File: src/rtl/xor_frame_accum_pkg.sv
// Shared types and helpers for the framed XOR accumulator.
package xor_frame_accum_pkg;

  typedef enum logic [1:0] {
    S_IDLE  = 2'd0,
    S_ACCUM = 2'd1,
    S_HOLD  = 2'd2
  } state_t;

  // Beat counter must represent 0..max_beats inclusive.
  function automatic int count_width(input int max_beats);
    return $clog2(max_beats + 1);
  endfunction

endpackage

File: src/rtl/xor_frame_accum_if.sv
// Beat-in / result-out handshake bundle for xor_frame_accum.
interface xor_frame_accum_if #(
  parameter int WIDTH     = 8,
  parameter int MAX_BEATS = 16
);
  localparam int CW = xor_frame_accum_pkg::count_width(MAX_BEATS);

  logic             IN_VALID;
  logic             IN_READY;
  logic [WIDTH-1:0] IN_DATA;
  logic             IN_LAST;
  logic             OUT_VALID;
  logic             OUT_READY;
  logic [WIDTH-1:0] OUT_WORD;
  logic             OUT_BIT;
  logic [CW-1:0]    OUT_BEATS;
  logic             OUT_OVF;

  modport master (
    output IN_VALID, IN_DATA, IN_LAST, OUT_READY,
    input  IN_READY, OUT_VALID, OUT_WORD, OUT_BIT, OUT_BEATS, OUT_OVF
  );

  modport slave (
    input  IN_VALID, IN_DATA, IN_LAST, OUT_READY,
    output IN_READY, OUT_VALID, OUT_WORD, OUT_BIT, OUT_BEATS, OUT_OVF
  );

endinterface

File: src/rtl/xor_frame_accum_xor_tree.sv
// Balanced XOR reduction of WIDTH bits built from two-input XOR cells.
module xor_tree #(
  parameter int WIDTH = 8
) (
  input  logic [WIDTH-1:0] i_data,
  output logic             o_parity
);

  if (WIDTH == 1) begin : g_leaf
    assign o_parity = i_data[0];
  end else begin : g_node
    localparam int LO = WIDTH / 2;
    localparam int HI = WIDTH - LO;

    logic w_lo;
    logic w_hi;

    xor_tree #(.WIDTH(LO)) u_lo (.i_data(i_data[LO-1:0]),     .o_parity(w_lo));
    xor_tree #(.WIDTH(HI)) u_hi (.i_data(i_data[WIDTH-1:LO]), .o_parity(w_hi));

    assign o_parity = w_lo ^ w_hi;
  end

endmodule

File: src/rtl/xor_frame_accum.sv
// Folds a framed beat stream into a running XOR word and presents the frame
// result (word, parity, beat count, overflow) on a valid/ready register.
module xor_frame_accum
  import xor_frame_accum_pkg::*;
#(
  parameter int WIDTH      = 8,
  parameter int MAX_BEATS  = 16,
  parameter int ODD_PARITY = 0
) (
  input  logic             CLK,
  input  logic             RST_N,
  xor_frame_accum_if.slave bus
);

  localparam int             CW         = count_width(MAX_BEATS);
  localparam logic [CW-1:0]  MAX_CNT    = CW'(MAX_BEATS);
  localparam logic           PARITY_INV = (ODD_PARITY != 0);

  state_t           r_state;
  logic             r_ready;
  logic [WIDTH-1:0] r_acc;
  logic [CW-1:0]    r_cnt;
  logic             r_ovf;
  logic [WIDTH-1:0] r_out_word;
  logic [CW-1:0]    r_out_beats;
  logic             r_out_ovf;

  state_t           w_state_nxt;
  logic [WIDTH-1:0] w_acc_nxt;
  logic [CW-1:0]    w_cnt_nxt;
  logic             w_ovf_nxt;
  logic [WIDTH-1:0] w_out_word_nxt;
  logic [CW-1:0]    w_out_beats_nxt;
  logic             w_out_ovf_nxt;

  logic             w_in_ready;
  logic             w_beat;
  logic             w_first;
  logic [WIDTH-1:0] w_acc_fold;
  logic [CW-1:0]    w_cnt_fold;
  logic             w_ovf_fold;
  logic             w_parity;

  // A beat taken outside ACCUM (IDLE, or HOLD while the result drains) opens a new frame.
  assign w_in_ready = r_ready && (r_state != S_HOLD || bus.OUT_READY);
  assign w_beat     = bus.IN_VALID && w_in_ready;
  assign w_first    = (r_state != S_ACCUM);
  assign w_acc_fold = w_first ? bus.IN_DATA : (r_acc ^ bus.IN_DATA);
  assign w_cnt_fold = w_first             ? CW'(1)  :
                      (r_cnt == MAX_CNT)  ? MAX_CNT : r_cnt + CW'(1);
  assign w_ovf_fold = !w_first && (r_ovf || r_cnt == MAX_CNT);

  // NOTE: every always_comb output gets its hold value first, so no path can infer a latch.
  always_comb begin
    w_state_nxt     = r_state;
    w_acc_nxt       = r_acc;
    w_cnt_nxt       = r_cnt;
    w_ovf_nxt       = r_ovf;
    w_out_word_nxt  = r_out_word;
    w_out_beats_nxt = r_out_beats;
    w_out_ovf_nxt   = r_out_ovf;

    if (w_beat) begin
      if (bus.IN_LAST) begin
        w_state_nxt     = S_HOLD;
        w_out_word_nxt  = w_acc_fold;
        w_out_beats_nxt = w_cnt_fold;
        w_out_ovf_nxt   = w_ovf_fold;
        w_acc_nxt       = '0;
        w_cnt_nxt       = '0;
        w_ovf_nxt       = 1'b0;
      end else begin
        w_state_nxt = S_ACCUM;
        w_acc_nxt   = w_acc_fold;
        w_cnt_nxt   = w_cnt_fold;
        w_ovf_nxt   = w_ovf_fold;
      end
    end else if (r_state == S_HOLD && bus.OUT_READY) begin
      w_state_nxt = S_IDLE;
    end
  end

  // NOTE: sequential state uses non-blocking assignments so all flops update from pre-edge values.
  always_ff @(posedge CLK or negedge RST_N) begin
    if (!RST_N) begin
      r_state     <= S_IDLE;
      r_ready     <= 1'b0;
      r_acc       <= '0;
      r_cnt       <= '0;
      r_ovf       <= 1'b0;
      r_out_word  <= '0;
      r_out_beats <= '0;
      r_out_ovf   <= 1'b0;
    end else begin
      r_state     <= w_state_nxt;
      r_ready     <= 1'b1;
      r_acc       <= w_acc_nxt;
      r_cnt       <= w_cnt_nxt;
      r_ovf       <= w_ovf_nxt;
      r_out_word  <= w_out_word_nxt;
      r_out_beats <= w_out_beats_nxt;
      r_out_ovf   <= w_out_ovf_nxt;
    end
  end

  xor_tree #(.WIDTH(WIDTH)) u_parity (
    .i_data   (r_out_word),
    .o_parity (w_parity)
  );

  assign bus.IN_READY  = w_in_ready;
  assign bus.OUT_VALID = (r_state == S_HOLD);
  assign bus.OUT_WORD  = r_out_word;
  assign bus.OUT_BIT   = w_parity ^ PARITY_INV;
  assign bus.OUT_BEATS = r_out_beats;
  assign bus.OUT_OVF   = r_out_ovf;

endmodule

File: src/flat_wrapper.sv
// flat-port wrapper written by rule: the top's interface ports become plain ports
module xor_frame_accum_flat import xor_frame_accum_pkg::*;
#(
  parameter int WIDTH      = 8,
  parameter int MAX_BEATS  = 16,
  parameter int ODD_PARITY = 0
)
  (CLK, RST_N, bus_IN_VALID, bus_IN_DATA, bus_IN_LAST, bus_OUT_READY, bus_IN_READY, bus_OUT_VALID, bus_OUT_WORD, bus_OUT_BIT, bus_OUT_BEATS, bus_OUT_OVF);
  xor_frame_accum_if #(.WIDTH(WIDTH), .MAX_BEATS(MAX_BEATS)) bus_i ();
  input  logic CLK;
  input  logic RST_N;
  input wire logic [$bits(bus_i.IN_VALID)-1:0] bus_IN_VALID;
  input wire logic [$bits(bus_i.IN_DATA)-1:0] bus_IN_DATA;
  input wire logic [$bits(bus_i.IN_LAST)-1:0] bus_IN_LAST;
  input wire logic [$bits(bus_i.OUT_READY)-1:0] bus_OUT_READY;
  output wire logic [$bits(bus_i.IN_READY)-1:0] bus_IN_READY;
  output wire logic [$bits(bus_i.OUT_VALID)-1:0] bus_OUT_VALID;
  output wire logic [$bits(bus_i.OUT_WORD)-1:0] bus_OUT_WORD;
  output wire logic [$bits(bus_i.OUT_BIT)-1:0] bus_OUT_BIT;
  output wire logic [$bits(bus_i.OUT_BEATS)-1:0] bus_OUT_BEATS;
  output wire logic [$bits(bus_i.OUT_OVF)-1:0] bus_OUT_OVF;
  assign bus_i.IN_VALID = bus_IN_VALID;
  assign bus_i.IN_DATA = bus_IN_DATA;
  assign bus_i.IN_LAST = bus_IN_LAST;
  assign bus_i.OUT_READY = bus_OUT_READY;
  assign bus_IN_READY = bus_i.IN_READY;
  assign bus_OUT_VALID = bus_i.OUT_VALID;
  assign bus_OUT_WORD = bus_i.OUT_WORD;
  assign bus_OUT_BIT = bus_i.OUT_BIT;
  assign bus_OUT_BEATS = bus_i.OUT_BEATS;
  assign bus_OUT_OVF = bus_i.OUT_OVF;
  xor_frame_accum #(.WIDTH(WIDTH), .MAX_BEATS(MAX_BEATS), .ODD_PARITY(ODD_PARITY)) u_core (.CLK(CLK), .RST_N(RST_N), .bus(bus_i));
endmodule
File: config.mk
export PLATFORM = sky130hd
export DESIGN_NAME = xor_frame_accum_flat
export DESIGN_NICKNAME = d
export VERILOG_FILES = /design/src/rtl/xor_frame_accum_pkg.sv /design/src/rtl/xor_frame_accum_if.sv /design/src/rtl/xor_frame_accum_xor_tree.sv /design/src/rtl/xor_frame_accum.sv /design/src/flat_wrapper.sv
export SDC_FILE = /design/constraint.sdc
export NUM_CORES = 1
export LEC_CHECK = 0
export ABC_CLOCK_PERIOD_IN_PS = 1700
export CAP_MARGIN = 20
export CORE_MARGIN = 4
export CORE_UTILIZATION = 55
export CTS_BUF_LIST = sky130_fd_sc_hd__clkbuf_8
export DETAILED_ROUTE_END_ITERATION = 10
export DONT_BUFFER_PORTS = 1
export GPL_ROUTABILITY_DRIVEN = 0
export PLACE_DENSITY_LB_ADDON = 0.1
export SLEW_MARGIN = 25
export SYNTH_ARGS = -nofsm -noshare
export SYNTH_HDL_FRONTEND = slang
export SYNTH_SLANG_ARGS = --single-unit
File: constraint.sdc
create_clock -name CLK -period 1.7 [get_ports CLK]
set_input_delay 0.17 -clock CLK [delete_from_list [all_inputs] [get_ports CLK]]
set_output_delay 0.17 -clock CLK [all_outputs]
set_load 0.005 [all_outputs]
=== Word level (Yosys, flattened, before mapping) ===
Index checks and enable logic that the tools add are counted.

* Logic and storage cells: 39
* Output and inout port bits: 17
* Register bits after elaboration: 31
* Input port bits: 13

* Equality and inequality tests: 4
* Muxes and demuxes: 9
* $add $sub $neg: 1
* Bitwise logic cells: 8
* Reductions and logical operators: 9

{| class="wikitable"
|+ Operators by type and width
! kind !! count
|-
| 8-bit 2-to-1 mux || 2
|-
| 5-bit 2-to-1 mux || 3
|-
| 8-bit XOR || 1
|-
| 1-bit XOR || 7
|-
| 2-bit 2-to-1 mux || 3
|-
| 5-bit by 1-bit adder with 5-bit output, second input constant || 1
|-
| 5-bit == test, second input constant || 1
|-
| 1-bit logical AND || 4
|-
| 2-bit == test, second input constant || 1
|-
| 1-bit logical OR || 2
|-
| 2-bit by 1-bit inequality test with 1-bit output, second input constant || 1
|-
| 2-bit inequality test, second input constant || 1
|-
| 2-bit AND reduction || 1
|-
| 2-bit nonzero test || 1
|-
| 1-bit logical NOT || 1
|-
| 1-bit 2-to-1 mux || 1
|}

=== Longest topological paths before layout ===
Gate-level depths: netlist (run 1).

* Word-level depth: 5
* Gate-level depth with buffers: 5
* Gate-level depth less buffers: 5

=== Modules after synthesis ===
From an unflattened synthesis (run 1), not the netlist that was laid out.

* Cell total of the unflattened synthesis: 196
* Area, all modules: 1829.3 sq um

{| class="wikitable"
|+ By module, submodules not included
! module !! cells an instance !! area an instance (sq um) !! seq. area each (sq um) !! times used
|-
| xor_frame_accum || 181 || 1707.9 || 775.7 || 1
|-
| xor_tree (u_core.u_parity ...) || 1 || 8.8 || 0.0 || 7
|-
| xor_tree (u_core.u_parity.g_node.u_hi.g_node.u_hi.g_node.u_hi ...) || 1 || 7.5 || 0.0 || 8
|}

=== Worst setup path before layout (run 1) ===
No wires, ideal clock.

* Kind: register -> output
* Start: register u_core.r_state[0]
* End: output port bus_IN_READY
* Arrival: 1287 ps
* Slack: 243 ps
* Data required time: 1530 ps
* Cell stages (with the launch flop): 5
* Buffers on the path: 2
* Cells stage by stage: dfrtp_1 or3b_1 buf_2 buf_6 and2_1

* Word-level cells in the longest chain between the ends: 3

{| class="wikitable"
|+ Ends and longest elaborated chain
! what !! RTL line !! text
|-
| from (decl) || xor_frame_accum.sv:19 || <nowiki>state_t r_state;</nowiki>
|-
| from (signal assigned) || xor_frame_accum.sv:95 || <nowiki>r_state <= w_state_nxt;</nowiki>
|-
| 2-bit inequality test || xor_frame_accum.sv:45 || <nowiki>assign w_in_ready = r_ready && (r_state != S_HOLD || bus.OUT_READY);</nowiki>
|-
| 1-bit logical OR || xor_frame_accum.sv:45 ||
|-
| 1-bit logical AND || xor_frame_accum.sv:45 ||
|-
| to (decl) || flat_wrapper.sv:16 || <nowiki>output wire logic [$bits(bus_i.IN_READY)-1:0] bus_IN_READY;</nowiki>
|}

Every way passes these cells.

=== Worst setup path in the final report (run 1) ===
Same ends and word-level chain as after synthesis.

==> results.tsv, run 1 <==
stage	metric	value	unit
synth	sequential area share after synthesis	41.8	%
setup_path	Buf/Inv on CP	1	
setup_path	Setup crit end kind	output pin	
power	cell internal pwr	1590	uW
finish	fin area	2020	um^2
worst_hold_path	hold wc startpoint	bus_IN_DATA[6]	
setup_path	kind of critical path	reg2out	
setup_path	CP Data Arrival Time	1.47	ns
global_routing	first-pass GRT wire length	6.99	mm
drt	Avg WL per Cell	17.4	um
drt	top sig layer	met4	
global_routing	grt ovf	0	
power	P per Cell Area	1200	nW/um^2
setup_path	Max stage delay on crit path	0.44	ns
synth	number of synthesized flops with an enable pin	0	
sta	Final Skew	0.00276	ns
clocking	H-tree depth	2	
worst_hold_path	Hold WC Path Type	in2reg	
sta	final setup margin	0.0612	ns
drt	remaining antenna violation count	0	
drt	met2 WL	1.98	mm
run_status	status	finished clean	
finish	# nets final	212	
drt	WL met3	228	um
clocking	clock latency on the worst-skew pair	0.28	ns
sta	RSZ-0062 raised after global routing	no	
placed_design	Setup WS pre-CTS	0.210	ns
power	combinational group share of total power	31.6	%
setup_path	worst-path cell chain	or3b_4 > buf_4 > and2_1	
synth	most frequent cells after synthesis	dfrtp_1 (31), a21oi_1 (16), xnor2_1 (16)	
power	clock share of power	22.2	%
clocking	CTS tree	yes	
clocking	Setup Fix Bufs, Post-CTS	0	
finish	end-of-flow core utilization	64.1	%
setup_path	Crit path max-delay family	simple AND/OR/NAND/NOR gates	
setup_path	Critical R2R Capture	u_core.r_acc[7]	
setup_path	R2R depth	3	
sta	period utilization	96.4	%
setup_path	Req. time, crit path	1.53	ns
power	P_sw	836	uW
drt	DR vias	1439	
global_routing	initial antenna violation count	0	
drt	vias per cell	5.95	
setup_path	critical path peak fanout	6	
synth	Post-Syn Area	1860	um^2
synth	ys flop type	dfrtp_1	
global_routing	largest net degree at the start of global routing	32	
sta	hold violation total from the final report	0	
power	Max VDD drop	0.545	mV
finish	layout cells sized above 1	12.6	%
synth	cell count after synthesis	194	
drt	# DRC	0	
floorplan	die height	66.1	um
synth	Synth Net Count	209	
worst_hold_path	Hold Path Depth	2	
power	leak pwr	0.000828	uW
synth	#FFs+latches synth	31	
clocking	Num CTS Buffers	5	
floorplan	Initial Utilization	58.9	%
synth	Avg Cell Area, Syn	9.58	um^2
placed_design	placed insts	231	
placed_design	Port Buffer Count	0	
synth	top-area cell type share of the netlist area	41.8	%
power	Flop pwr share	46.1	%
drt	DRT Pass-1 Iters	4	
sta	setup_tns	0	ns
placed_design	hpwl dp	2.92	mm
sta	min Tclk post-route	1.64	ns
finish	Ant. Diodes	0	
synth	most common cell in the synthesized netlist	dfrtp_1	
placed_design	placed cell areas	1890	um^2
floorplan	FP Rows	20	
worst_hold_path	Worst Hold End	u_core.r_acc[6]	
clocking	CTS sink count	31	
synth	Yosys top cell by area	dfrtp_1	
clocking	Reg clk slew, reported paths	0.06	ns
setup_path	Worst setup SP type	flip-flop	
clocking	Clk Tree Root Cell	clkbuf_8	
global_routing	vias in the first global route	1493	
clocking	CTS max path bufs	2	
run	# Max-Cap Violations	0	
global_routing	Total Routing Usage GR	21.1	%
drt	Iteration-0 DRC Markers	79	
floorplan	Core ar.	3150	um^2
synth	yosys warns	0	
drt	WL final	4.20	mm
synth	main area contributors after synthesis	dfrtp_1 (42%), xnor2_1 (7.5%), a21oi_1 (4.3%)	
synth	FFs w/ async S/R, synth	100	%
sta	FMAX	610	MHz
synth	Netlist cell types	43	
floorplan	Chip Width	66.1	um
setup_path	R2R setup slack	0.23	ns
sta	final count of negative-setup-slack endpoints	0	
power	switch share	34.5	%
setup_path	critical-path cell with the highest stage delay	dfrtp_2	
finish	Post-Layout Cell Count	242	
setup_path	FF-to-FF Start	u_core.r_state[0]	
floorplan	io pins	30	
floorplan	die footprint	4370	um^2
drt	M1 WL	1.95	mm
finish	Layout area overhead	8.75	%
sta	Pins Over Slew Limit	0	
## worst max-delay path by stage
stage                                 start  cells after the start              end  slack (ns)
after floorplan           u_core.r_state[0]                      4     bus_IN_READY        0.24
after global placement    u_core.r_state[0]                      3  u_core.r_acc[7]        0.25
after detailed placement  u_core.r_state[0]                      3  u_core.r_acc[7]        0.21
after CTS                 u_core.r_state[0]                      3     bus_IN_READY        0.03
after global routing      u_core.r_state[0]                      3     bus_IN_READY       0.005
final                     u_core.r_state[0]                      3     bus_IN_READY        0.06
## layout make-up
cell class / instances / area (um^2)
flip-flops and latches: 31 / 778
fillers: 288 / 1130
inverters: 7 / 26.3
clock buffers: 5 / 68.8
repair buffers: 16 / 138
multi-input cells: 136 / 942
well taps: 44 / 55.1
clock inverters: 3 / 12.5
## metrics by stage
stage               hold WS [ns]  total power [uW]
floorplan                 -0.126              1770
global placement          -0.125              1840
detailed placement        -0.125              1870
CTS                       0.0688              2450
global route              0.0810              2620
finish                    0.0697              2420
## state kept, by name (all words and copies together), names as in the netlist
signal	count
u_core.bus.OUT_BEATS	5
u_core.r_state	2
u_core.r_acc	8
u_core.bus.OUT_WORD	8
u_core.r_ready	1
u_core.bus.OUT_OVF	1
u_core.r_cnt	5
u_core.r_ovf	1
## power by group through the flow
stage                     sequential, uW  combinational (uW)  clock, uW
after detailed placement            1130                 745          0
after floorplan                     1070                 703          0
after global routing                1150                 872        595
final                               1120                 767        538
after CTS                           1120                 774        556
after global placement              1120                 719          0
## repair_timing
action | in CTS | in global routing
hold buffers | 3 | 0
endpoints found under the hold margin | 32 | 0
setup endpoints to repair | 0 | 1
resized for setup | 0 | 3
## layout by cell type (no fill, tap or decap), drive strengths merged, types with 2 or more instances in the layout
| cell type | count |
|---|---|
| nor3b | 3 |
| xnor2 | 16 |
| dlygate4sd3 | 2 |
| nor2 | 12 |
| mux2 | 3 |
| a32o | 3 |
| a22o | 2 |
| nand2b | 8 |
| o21ai | 12 |
| nand2 | 3 |
| o211ai | 7 |
| xor2 | 9 |
| and3 | 2 |
| inv | 9 |
| dfrtp | 31 |
| and2 | 2 |
| nand3 | 3 |
| a21oi | 16 |
| clkbuf | 5 |
| buf | 14 |
| ha | 2 |
| nand3b | 8 |
| nor3 | 2 |
| nand4 | 7 |
## cells by family after synthesis
| logic type | Yosys count | synth area share, % |
|---|---|---|
| AOI/OAI and AO/OA | 50 | 17.4 |
| xor gates and xnor gates | 25 | 11.8 |
| adders and majority gates | 2 | 1.35 |
| buffers and inverters | 27 | 7.68 |
| DFF | 31 | 41.8 |
| muxes | 4 | 2.36 |
| other | 1 | 0.202 |
| and+or+nand+nor | 54 | 17.4 |
## per-layer routing
metal | vias up | global-route usage, %
li1 | 678 | -
met1 | 717 | 28.2
met2 | 40 | 33.6
met3 | 4 | 5.61
met4 | 0 | 6.09
met5 | - | 0
(Power assumes the default switching activity.)
==> inputs of run 2 (changes only) <==
--- a/config.mk
+++ b/config.mk
@@ -6,7 +6,6 @@
 export NUM_CORES = 1
 export LEC_CHECK = 0
 export ABC_CLOCK_PERIOD_IN_PS = 1700
-export CAP_MARGIN = 20
 export CORE_MARGIN = 4
 export CORE_UTILIZATION = 55
 export CTS_BUF_LIST = sky130_fd_sc_hd__clkbuf_8
==> results of run 2 <==
The final DEF is identical to that of run 1; final timing and power are the same.
